--- config.mk ---
export PLATFORM = sky130hd
export DESIGN_NAME = sevenseg_scan_driver
export DESIGN_NICKNAME = d
export VERILOG_FILES = /design/src/rtl/sevenseg_scan_driver.sv
export SDC_FILE = /design/constraint.sdc
export NUM_CORES = 1
export LEC_CHECK = 0
export BUFFER_PORTS_ARGS = -buffer_cell sky130_fd_sc_hd__buf_2
export CAP_MARGIN = 25
export CORE_UTILIZATION = 26
export CTS_CLUSTER_DIAMETER = 200
export DETAILED_ROUTE_END_ITERATION = 8
export PLACE_DENSITY = 0.45
export SLEW_MARGIN = 10
export SYNTH_ARGS = -nofsm -noshare
export SYNTH_HDL_FRONTEND = slang
export SYNTH_SLANG_ARGS = --single-unit
export TNS_END_PERCENT = 50
--- constraint.sdc ---
create_clock -name clk -period 5.3 [get_ports clk]
set_input_delay 1.06 -clock clk [delete_from_list [all_inputs] [get_ports clk]]
set_output_delay 1.06 -clock clk [all_outputs]
set_load 0.02 [all_outputs]
--- src/rtl/sevenseg_scan_driver.sv ---
// ---------------------------------------------------------------------------
// sevenseg_scan_driver
//   Time-multiplexed seven-segment driver for a common-anode bank of DIGITS
//   digits. Full hex decode, per-digit decimal point, blank and blink
//   controls, and a double-buffered load path so that a new value only ever
//   replaces the displayed one at a frame boundary.
//
// Parameters
//   DIGITS       number of multiplexed digits (>= 2)
//   DIV          clock cycles each digit is driven (>= 2)
//   BLINK_FRAMES full scan frames per blink half-period (>= 1)
//
// Ports
//   clk        in   system clock, rising edge
//   rst        in   asynchronous active-high reset
//   enable     in   scan enable; low freezes the scan and darkens the display
//   load       in   one-cycle strobe capturing data_in/dp_in/blank_in/blink_in
//   data_in    in   hex nibbles, digit i = data_in[4i+3:4i]
//   dp_in      in   decimal point request per digit
//   blank_in   in   digit forced dark
//   blink_in   in   digit dark during the blink-off phase
//   seg        out  active-low segments, seg[0]=a .. seg[6]=g
//   dp         out  active-low decimal point
//   an         out  active-low anode select, one-hot-low while scanning
//   frame_tick out  one-cycle pulse after each completed scan frame
// ---------------------------------------------------------------------------
module sevenseg_scan_driver #(
    parameter int DIGITS       = 4,
    parameter int DIV          = 50000,
    parameter int BLINK_FRAMES = 64
) (
    input  logic                  clk,
    input  logic                  rst,
    input  logic                  enable,
    input  logic                  load,
    input  logic [4*DIGITS-1:0]   data_in,
    input  logic [DIGITS-1:0]     dp_in,
    input  logic [DIGITS-1:0]     blank_in,
    input  logic [DIGITS-1:0]     blink_in,
    output logic [6:0]            seg,
    output logic                  dp,
    output logic [DIGITS-1:0]     an,
    output logic                  frame_tick
);

    localparam int PW = (DIV > 1) ? $clog2(DIV) : 1;
    localparam int IW = (DIGITS > 1) ? $clog2(DIGITS) : 1;
    localparam int BW = (BLINK_FRAMES > 1) ? $clog2(BLINK_FRAMES) : 1;

    localparam logic [PW-1:0] P_LAST = PW'(DIV - 1);
    localparam logic [IW-1:0] I_LAST = IW'(DIGITS - 1);
    localparam logic [BW-1:0] B_LAST = BW'(BLINK_FRAMES - 1);

    localparam logic [DIGITS-1:0] AN_OFF = '1;
    localparam logic [DIGITS-1:0] AN_ONE = DIGITS'(1);

    // Active-high gfedcba pattern for one hex nibble.
    function automatic logic [6:0] f_decode(input logic [3:0] n);
        logic [6:0] s;
        case (n)
            4'h0: s = 7'h3F;
            4'h1: s = 7'h06;
            4'h2: s = 7'h5B;
            4'h3: s = 7'h4F;
            4'h4: s = 7'h66;
            4'h5: s = 7'h6D;
            4'h6: s = 7'h7D;
            4'h7: s = 7'h07;
            4'h8: s = 7'h7F;
            4'h9: s = 7'h6F;
            4'hA: s = 7'h77;
            4'hB: s = 7'h7C;
            4'hC: s = 7'h39;
            4'hD: s = 7'h5E;
            4'hE: s = 7'h79;
            default: s = 7'h71;
        endcase
        return s;
    endfunction

    // Scan state
    logic [PW-1:0] r_pcnt;
    logic [IW-1:0] r_idx;
    logic [BW-1:0] r_blink_cnt;
    logic          r_blink_ph;

    // Displayed (active) and staged (shadow) digit state
    logic [DIGITS-1:0][3:0] r_act_data, r_sh_data;
    logic [DIGITS-1:0]      r_act_dp,   r_sh_dp;
    logic [DIGITS-1:0]      r_act_blank, r_sh_blank;
    logic [DIGITS-1:0]      r_act_blink, r_sh_blink;
    logic                   r_pending;

    // Registered outputs
    logic [6:0]        r_seg;
    logic              r_dp;
    logic [DIGITS-1:0] r_an;
    logic              r_frame_tick;

    logic              w_tick;
    logic              w_wrap;
    logic              w_dark;
    logic [6:0]        w_seg_nxt;
    logic              w_dp_nxt;
    logic [DIGITS-1:0] w_an_nxt;

    assign w_tick = enable && (r_pcnt == P_LAST);
    // Last cycle of the last digit: the only point where active regs change.
    assign w_wrap = w_tick && (r_idx == I_LAST);

    // Blank wins over blink simply by being OR-ed in unconditionally.
    assign w_dark = r_act_blank[r_idx] | (r_act_blink[r_idx] & r_blink_ph);

    always_comb begin
        w_seg_nxt = 7'h7F;
        w_dp_nxt  = 1'b1;
        w_an_nxt  = AN_OFF;
        if (enable && !w_dark) begin
            w_seg_nxt = ~f_decode(r_act_data[r_idx]);
            w_dp_nxt  = ~r_act_dp[r_idx];
            w_an_nxt  = ~(AN_ONE << r_idx);
        end
    end

    // Prescaler, digit index and blink phase
    always_ff @(posedge clk or posedge rst) begin
        if (rst) begin
            r_pcnt      <= '0;
            r_idx       <= '0;
            r_blink_cnt <= '0;
            r_blink_ph  <= 1'b0;
        end else if (enable) begin
            if (w_tick) begin
                r_pcnt <= '0;
                r_idx  <= (r_idx == I_LAST) ? '0 : r_idx + 1'b1;
            end else begin
                r_pcnt <= r_pcnt + 1'b1;
            end
            if (w_wrap) begin
                if (r_blink_cnt == B_LAST) begin
                    r_blink_cnt <= '0;
                    r_blink_ph  <= ~r_blink_ph;
                end else begin
                    r_blink_cnt <= r_blink_cnt + 1'b1;
                end
            end
        end
    end

    // Double buffer: a load at the wrap goes straight to the active regs,
    // otherwise it is staged and promoted at the next wrap.
    always_ff @(posedge clk or posedge rst) begin
        if (rst) begin
            r_act_data  <= '0;
            r_act_dp    <= '0;
            r_act_blank <= '0;
            r_act_blink <= '0;
            r_sh_data   <= '0;
            r_sh_dp     <= '0;
            r_sh_blank  <= '0;
            r_sh_blink  <= '0;
            r_pending   <= 1'b0;
        end else if (w_wrap) begin
            if (load) begin
                r_act_data  <= data_in;
                r_act_dp    <= dp_in;
                r_act_blank <= blank_in;
                r_act_blink <= blink_in;
            end else if (r_pending) begin
                r_act_data  <= r_sh_data;
                r_act_dp    <= r_sh_dp;
                r_act_blank <= r_sh_blank;
                r_act_blink <= r_sh_blink;
            end
            r_pending <= 1'b0;
        end else if (load) begin
            r_sh_data  <= data_in;
            r_sh_dp    <= dp_in;
            r_sh_blank <= blank_in;
            r_sh_blink <= blink_in;
            r_pending  <= 1'b1;
        end
    end

    // Output register: seg and an share one edge so there is no ghost cycle.
    always_ff @(posedge clk or posedge rst) begin
        if (rst) begin
            r_seg        <= 7'h7F;
            r_dp         <= 1'b1;
            r_an         <= AN_OFF;
            r_frame_tick <= 1'b0;
        end else begin
            r_seg        <= w_seg_nxt;
            r_dp         <= w_dp_nxt;
            r_an         <= w_an_nxt;
            r_frame_tick <= w_wrap;
        end
    end

    assign seg        = r_seg;
    assign dp         = r_dp;
    assign an         = r_an;
    assign frame_tick = r_frame_tick;

endmodule

==> metrics.txt <==
Worst Max-Slew Pin Slew=996 ps; Die W=135 um; first-pass GRT wire length=15500 um; fin cells=623; Power, Total=1.57 mW; gr ovfl total=0; Vias/cell=4.53; minimum clock period=2830 ps; htree depth=3; DRC=0; fin util=31.0%; r2r worst-path depth=4; Detailed Routing Iterations Pass 1=4; Layout Skew=9.49 ps; CTS Buf Count=9; Most used DFF post-synth=dfrtp_1; routed vias=2820; Area contributors post-synth=dfrtp_1 (45%), mux2_2 (17%), dfstp_2 (6.8%); max-cap viol count=0; syn avg cell area=13.3 um2; Critical Path RT=5530 ps; Total Routed Length=9240 um; Setup Viol. Count Final=0; syn_nets=391; Initial Util=26.7%; leading area contributor after synthesis=dfrtp_1; RSZ-0062 raised after global routing=no; Commonest cells post-synth=dfrtp_1 (83), mux2_2 (69), mux2_1 (20), nand2_1 (20), nor2_1 (16); Post-Syn Instances=347; worst skew pair latency=350 ps; top-count cell post-synth=dfrtp_1; Final Cycle Share=53.4%; Post-synth EDFFs=0; DP Cell Count=607; final hold violation count=0; post-route ant nets=0; depth of the worst hold-timing path=1; maximum vdd drop=0.137 mV; worst path arrival time=3060 ps; Yosys reg bits=95; CP Class=reg2reg; leakage=2.36 nW; CTS hold repair buffers=0; Die Area=0.0183 mm2; crit end category=flop; I/O pins=45; GP Congestion=0.783; CTS Buffer Depth=2; initial antenna violation count=0; Rows=48; Slew headroom=33.3%; Resize count post-CTS=0; CP Max Fanout=28; Area Growth Syn to Fin=15.9%; post-DR wirelength/cell=14.8 um; synthesized area=0.00462 mm2; max-slew violation count=0; vias in the first global route=2961; clk sink count=95; Worst setup SP type=flop; Final nets=437; fraction of registers with async set/reset=100%; status=finished, final reports clean; IO Port Bufs=44; setup_tns=0 ps; sequential-to-total area share from yosys stat=51.8%; 1st-iter DRT viols=88; post-synth top area share=44.9%; GRT Util Overall=11.1%; clk slew on worst S/H paths=70 ps; Detailed Place HPWL=6360 um; diode count=0; setup repair bufs after CTS=0; layout cells sized above 1=39.7%; chip height=135 um; pin count of the biggest net entering global routing=50; area of the core=0.0173 mm2; Syn. warnings=0; CTS tree=built; Hold Crit Class=reg2reg; Peak Freq=353 MHz; Clock Tree Root=clkbuf_16; P per Cell Area=293 mW/mm2; Synth cell types=41
-- per-stage QoR --
stage / instance area (um2) / hold slack [ps] / worst slack (ps)
floorplan: 4620 / 432 / 1780
global placement: 5070 / 457 / 2150
detailed placement: 5070 / 463 / 2100
CTS: 5360 / 476 / 2400
global route: 5360 / 509 / 2260
finish: 5360 / 470 / 2470
-- sequential cells by signal, indices dropped and copies added, names as in the netlist, 2 cells and up --
name         cells
an               4
r_act_blank      4
r_act_blink      4
r_act_data      16
r_act_dp         4
r_blink_cnt      6
r_idx            2
r_pcnt          16
r_sh_blank       4
r_sh_blink       4
r_sh_data       16
r_sh_dp          4
seg              7
-- kinds of logic after synthesis --
group                    after synthesis  share of synthesized area, %
AND/OR/NAND/NOR                       70                          8.23
AO/OA/AOI/OAI                         23                          3.63
flip-flops                            95                          51.8
multiplexers                         105                          27.1
buffers and inverters                 23                          2.46
adder cells (fa/ha/maj)               12                          3.25
XOR/XNOR                              19                          3.60
-- layer usage --
metal / vias up / global-route usage, % / share of wire (%)
met5: - / 0 / 0
met4: 0 / 4.37 / 1.5
met3: 9 / 3.14 / 3.7
met2: 39 / 17.1 / 47
met1: 1424 / 14.7 / 48
li1: 1348 / - / -
-- report_power, final --
group,switching (mW),total (mW),internal [mW]
logic,0.0709,0.142,0.0709
registers,0.0347,0.806,0.772
clock network,0.285,0.620,0.335
-- path summary, 6_finish.rpt --
kind / from / end / slack (ps)
setup reg to reg: r_idx[1] / r_sh_data[13] / 2470
max in group asynchronous: rst / r_act_blink[0] / 3440
hold reg to reg: r_blink_ph / r_blink_ph / 470
min in group asynchronous: rst / r_sh_blank[3] / 810
setup / recovery: r_idx[1] / r_sh_data[13] / 2470
hold / removal: r_blink_ph / r_blink_ph / 470
-- cell usage in the layout, fill, tap and decap left out, types with 4 or more instances in the layout --
cell type  netlist  final
dfrtp_1         83     83
mux2_2          69     69
buf_2            4     44
nand2_1         20     20
mux2_1          20     20
nor2_1          16     16
ha_1            12     12
dfstp_2         12     12
inv_1           11     10
xnor2_1         10     10
xor2_1           9      9
mux2i_1          9      9
clkbuf_16        0      9
nand4_1          7      7
mux4_2           7      7
o21ai_0          6      6
nor3_1           5      5
nand3_1          5      5
o31ai_1          4      4
-- critical path, cell delays in order, from the launching register on --
cell and delay (ps):
dfrtp_1 780, ha_1 380, nand2_1 270, o21ai_4 860, mux2_2 420
-- final cells by class --
cell class / count / area [um2]
fill: 1787 / 11900
sequential: 95 / 2390
multi-input combinational: 229 / 2110
tap: 225 / 282
clock buffer: 11 / 243
timing repair buffer: 47 / 243
inverter: 11 / 43.8
clock inverter: 5 / 38.8
Power figures use the tool's default switching activity.
